<file path="config.mk">
export PLATFORM = sky130hd
export DESIGN_NAME = pair_shuffle_gen
export DESIGN_NICKNAME = d
export VERILOG_FILES = /design/src/rtl/pair_shuffle_gen.sv
export SDC_FILE = /design/constraint.sdc
export NUM_CORES = 1
export LEC_CHECK = 0
export CORE_MARGIN = 3
export CORE_UTILIZATION = 45
export CTS_CLUSTER_DIAMETER = 30
export DETAILED_ROUTE_END_ITERATION = 8
export PLACE_DENSITY_LB_ADDON = 0.1
export SLEW_MARGIN = 20
export SYNTH_ARGS = -nofsm -noshare
export SYNTH_HDL_FRONTEND = slang
export SYNTH_SLANG_ARGS = --single-unit
</file>
<file path="constraint.sdc">
create_clock -name clk -period 4.1 [get_ports clk]
set_input_delay 0.82 -clock clk [delete_from_list [all_inputs] [get_ports clk]]
set_output_delay 0.82 -clock clk [all_outputs]
set_load 0.005 [all_outputs]
</file>
<file path="src/rtl/pair_shuffle_gen.sv">
// Pair-shuffle board generator: builds 2*num_pairs cards (each symbol twice),
// shuffles them with a rejection-sampled Fisher-Yates driven by a 16-bit LFSR,
// and publishes the finished board with a one-cycle done pulse.
module pair_shuffle_gen #(
    parameter int unsigned MAX_CARDS = 16,
    parameter int unsigned IDX_W     = 4,
    parameter int unsigned SYM_W     = 3,
    parameter logic [15:0] SEED      = 16'hACE1
) (
    input  logic                         clk,
    input  logic                         reset,
    input  logic                         start,
    input  logic [IDX_W-1:0]             num_pairs,
    input  logic                         seed_load,
    input  logic [15:0]                  seed_in,
    output logic                         busy,
    output logic                         done,
    output logic [MAX_CARDS*SYM_W-1:0]   map,
    output logic [MAX_CARDS-1:0]         cell_valid
);

    localparam int unsigned N_W  = IDX_W + 1;
    localparam int unsigned HALF = MAX_CARDS / 2;

    typedef enum logic [1:0] {
        S_IDLE,
        S_INIT,
        S_SHUFFLE,
        S_DONE
    } state_t;

    state_t                     state_q;
    logic                       busy_q;
    logic                       done_q;
    logic [MAX_CARDS*SYM_W-1:0] map_q;
    logic [MAX_CARDS-1:0]       cell_valid_q;
    logic [15:0]                lfsr_q;
    logic [15:0]                lfsr_d;
    logic [N_W-1:0]             n_q;
    logic [N_W-1:0]             n_d;
    logic [IDX_W-1:0]           i_q;
    logic [IDX_W-1:0]           mask_d;
    logic [IDX_W-1:0]           r_d;
    logic                       accept_d;
    logic [SYM_W-1:0]           deck_q [MAX_CARDS];
    logic [SYM_W-1:0]           deck_d [MAX_CARDS];

    assign busy       = busy_q;
    assign done       = done_q;
    assign map        = map_q;
    assign cell_valid = cell_valid_q;

    // Next LFSR value: a seed load overrides the shift; a zero seed falls back to SEED.
    always_comb begin
        lfsr_d = {lfsr_q[14:0], lfsr_q[15] ^ lfsr_q[13] ^ lfsr_q[12] ^ lfsr_q[10]};
        if (seed_load) begin
            lfsr_d = (seed_in == 16'h0000) ? SEED : seed_in;
        end
    end

    // Card count at start: out-of-range pair counts select the full board.
    always_comb begin
        n_d = N_W'(MAX_CARDS);
        if ((num_pairs != '0) && (N_W'(num_pairs) <= N_W'(HALF))) begin
            n_d = {num_pairs, 1'b0};
        end
    end

    // Draw: smear i into an all-ones mask, take masked LFSR bits, accept if r <= i.
    always_comb begin
        mask_d = i_q;
        for (int s = 1; s < int'(IDX_W); s++) begin
            mask_d = mask_d | (i_q >> s);
        end
        r_d      = lfsr_q[IDX_W-1:0] & mask_d;
        accept_d = (r_d <= i_q);
    end

    // Deck after swapping positions i and r (only committed on an accepted draw).
    always_comb begin
        for (int k = 0; k < int'(MAX_CARDS); k++) begin
            deck_d[k] = deck_q[k];
        end
        deck_d[i_q] = deck_q[r_d];
        deck_d[r_d] = deck_q[i_q];
    end

    // Control FSM, LFSR, deck storage and the registered board outputs.
    always_ff @(posedge clk) begin
        if (reset) begin
            state_q      <= S_IDLE;
            busy_q       <= 1'b0;
            done_q       <= 1'b0;
            map_q        <= '0;
            cell_valid_q <= '0;
            lfsr_q       <= SEED;
            n_q          <= '0;
            i_q          <= '0;
            for (int k = 0; k < int'(MAX_CARDS); k++) begin
                deck_q[k] <= '0;
            end
        end else begin
            lfsr_q <= lfsr_d;
            case (state_q)
                S_IDLE: begin
                    if (start) begin
                        n_q     <= n_d;
                        busy_q  <= 1'b1;
                        state_q <= S_INIT;
                    end
                end
                S_INIT: begin
                    for (int k = 0; k < int'(MAX_CARDS); k++) begin
                        deck_q[k] <= (k < int'(n_q)) ? SYM_W'(k >> 1) : '0;
                    end
                    i_q     <= IDX_W'(n_q - N_W'(1));
                    state_q <= S_SHUFFLE;
                end
                S_SHUFFLE: begin
                    if (accept_d) begin
                        for (int k = 0; k < int'(MAX_CARDS); k++) begin
                            deck_q[k] <= deck_d[k];
                        end
                        i_q <= i_q - IDX_W'(1);
                        if (i_q == IDX_W'(1)) begin
                            // Last swap: publish the finished board together with done.
                            for (int k = 0; k < int'(MAX_CARDS); k++) begin
                                map_q[k*SYM_W +: SYM_W] <= deck_d[k];
                                cell_valid_q[k]         <= (k < int'(n_q));
                            end
                            done_q  <= 1'b1;
                            state_q <= S_DONE;
                        end
                    end
                end
                S_DONE: begin
                    done_q  <= 1'b0;
                    busy_q  <= 1'b0;
                    state_q <= S_IDLE;
                end
                default: begin
                    state_q <= S_IDLE;
                end
            endcase
        end
    end

endmodule

</file>
==> out/metrics.yaml <==
setup-tns-final_ns: 0
routed_wl_mm: 27.9
dieWidth_microns: 137
ys.warnings.count: 0
status: "finished, final reports clean"
final_cell_mix: "nor2_1, dfxtp_1, clkdlybuf4s50_1"
routabilityCongestion: 0.975
fin_area_sq_mm: 0.00938
cts.sinks: 136
startpoint_type: "register"
yosysSeqAreaShare_pct: 41.3
dpl_cell_area_sq_mm: 0.00876
clock_latency_ns: 0.43
finalHoldViolations: 0
num_rows: 47
async_reset_ff_share_pct: 0
wire_per_inst_microns: 23.7
fin_crit_sh_pct: 88.1
drcViolationCount: 0
synth_top_flop_cell: "dfxtp_1"
core_area_sq_mm: 0.0166
cpMaxStageDelayCell: "or3b_4"
critPathArrivalTime_ns: 3.95
antenna_cells: 0
synth_edf_count: 45
grt_pass1_wl_mm: 42.5
slowest_delay_ns: 0.54
min_from: "map[40]"
fill_cells: 1492
vias: 7595
mappedNetlistArea_sq_mm: 0.00769
cts_root_buffer: "clkbuf_16"
drtAntennaViolNets: 0
grt_overflow: 0
power_leakage_nw: 3.33
postCtsSetupRepairBufs: 0
crit_path_end_kind: "register"
final_layout_size_suffix_gt1_share_pct: 11.1
holdPathEnd: "map[40]"
grt_usage_pct: 30.2
ys_ff_latch: 136
path_cells: "inv_1, ha_1, or3b_4, nand2_2, ha_1, nand3_1, o21a_1, o21ai_1, nand3_2, buf_4, nor3_1, or3_1, a311oi_1"
finalSetupViolCount: 0
max_cap_viol_count: 0
synth_nets: 918
cts_inserted_buffers: 17
worstPathMaxFanout: 46
reg2reg_to: "map[0]"
fmax_mhz: 277
timing.critical_path.from: "i_q[1]"
cpMostUsedCell: "ha_1"
vias_per_cell: 6.44
cts_buffer_depth: 2
tightest_slew_ns: 0.882
critPathTopFamily: "simple AND/OR/NAND/NOR gates"
hp-class: "register to register"
rsz0062_at_grt: "no"
initial_core_util_pct: 46.2
grt_start_max_net_pins: 81
ir_drop_v: 0.000481
die-area_sq_mm: 0.0187
drt_iter0_markers: 1054
area_growth_pct: 22.0
required_ns: 4.44
dr.pass1.iters: 6
fin_skew_ns: 0.00896
place.port_buffers: 89
final_common_cell: "nor2_1"
cts_tree: "yes"
dp_hpwl_mm: 19.8
syn_area_per_cell_sq_um: 8.75
cts_resized: 0
synth_cell_types: 67
grt_pass1_vias: 7235
htreeDepth: 4
crit_buf_inv: 2
crit_type: "register to register"
max-slew-margin-rel_pct: 41.2
path_clk_slew_ns: 0.06
holdBufCountCts: 0
fin_crit_ns: 3.61
regToRegStartpoint: "i_q[1]"
maxSlewViolCount: 0
finalNetCount: 985
powerDensity_mw_per_mm2: 781
whs_path_depth: 2
ff2ff_setup_slack_ns: 0.49
num_io_pins: 90
synthCells: 879
reg2reg_depth: 13
antenna_found_initial: 0
chipHeight_microns: 137
worst reg2reg max path, delay by kind of cell (launching register included):
kind | cells | cell delay, ns
AND/OR/NAND/NOR | 6 | 1.32
adder cells (fa/ha/maj) | 2 | 0.64
buffers and inverters | 2 | 0.61
AO/OA/AOI/OAI | 3 | 0.54
flip-flops | 1 | 0.40
logic make-up (layout without fill, tap and decap cells):
logic type                 Yosys count  in the layout  share of synthesized area, %
muxes                               27             27                          6.12
xor gates and xnor gates             4              4                         0.456
and+or+nand+nor                    351            351                          20.6
buffers and inverters               84            164                          5.63
DFF                                136            136                          41.3
AOI/OAI and AO/OA                  262            262                          23.5
adders and majority gates           15             15                          2.44
synthesized netlist by cell type, types with 15 or more instances:
cell type	count	area [sq um]
a211oi_1	21	158
a21oi_1	70	350
and3_1	17	106
buf_2	16	80.1
clkbuf_1	28	105
dfxtp_1	91	1820
edfxtp_1	45	1350
ha_1	15	188
mux4_2	16	360
nand2_1	87	327
nand3_1	36	180
nor2_1	140	526
nor3_1	27	135
o21ai_0	45	225
o22ai_1	16	100
through the flow:
| step | worst slack (ns) | power, mW | utilization, % | hold slack, ns | cells |
|---|---|---|---|---|---|
| after detailed placement | 0.552 | 5.61 | 52.7 | 0.443 | 1147 |
| after floorplan | 0.774 | 4.37 | - | 0.429 | 879 |
| after global routing | 0.343 | 7.63 | 56.4 | 0.483 | 1179 |
| final | 0.488 | 7.33 | 56.4 | 0.457 | 1179 |
| after CTS | 0.538 | 7.21 | 56.4 | 0.461 | 1179 |
| after global placement | 0.628 | 5.58 | 52.7 | 0.443 | 1147 |
worst max path at each step:
stage	cells after the start	endpoint	slack (ns)
5_1_grt	13	map[0]	0.34
3_5_place_dp	13	map[0]	0.55
2_1_floorplan	13	deck_q[1][0]	0.77
6_report	13	map[0]	0.49
4_1_cts	13	map[0]	0.54
3_3_place_gp	13	map[0]	0.63
power breakdown:
| part | total, mW | internal (mW) | leakage [nW] | switching [mW] |
|---|---|---|---|---|
| Combinational | 3.54 | 1.17 | 1.80 | 2.37 |
| Sequential | 2.19 | 1.76 | 1.22 | 0.426 |
| Clock | 1.59 | 0.969 | 0.305 | 0.625 |
| Total | 7.33 | 3.90 | 3.33 | 3.43 |
sequential cells by signal (all words and copies together), names as in the netlist, named ones only:
| name | count |
|---|---|
| busy | 1 |
| cell_valid | 8 |
| deck_q | 48 |
| done | 1 |
| i_q | 4 |
| lfsr_q | 16 |
| map | 48 |
| n_q | 4 |
| state_q | 2 |
final cells by class:
class / count / area, sq um / share of cell area (%)
clock inverters: 10 / 103 / 1.09
clock buffers: 22 / 518 / 5.52
flip-flops and latches: 136 / 3170 / 33.8
well taps: 220 / 275 / 2.93
inverters: 14 / 52.6 / 0.560
multi-input cells: 659 / 4100 / 43.6
repair buffers: 118 / 1170 / 12.4
metal layers:
| metal | routed length (microns) | global-route usage (%) | vias up | part of all wire (%) |
|---|---|---|---|---|
| met5 | 0 | 0 | - | 0 |
| met4 | 693 | 10.5 | 0 | 2.5 |
| met3 | 2550 | 6.91 | 56 | 9.1 |
| met2 | 13300 | 48.7 | 475 | 48 |
| met1 | 11400 | 40.0 | 3665 | 41 |
| li1 | - | - | 3399 | - |
Note: power is estimated with default switching activity, not from simulation.
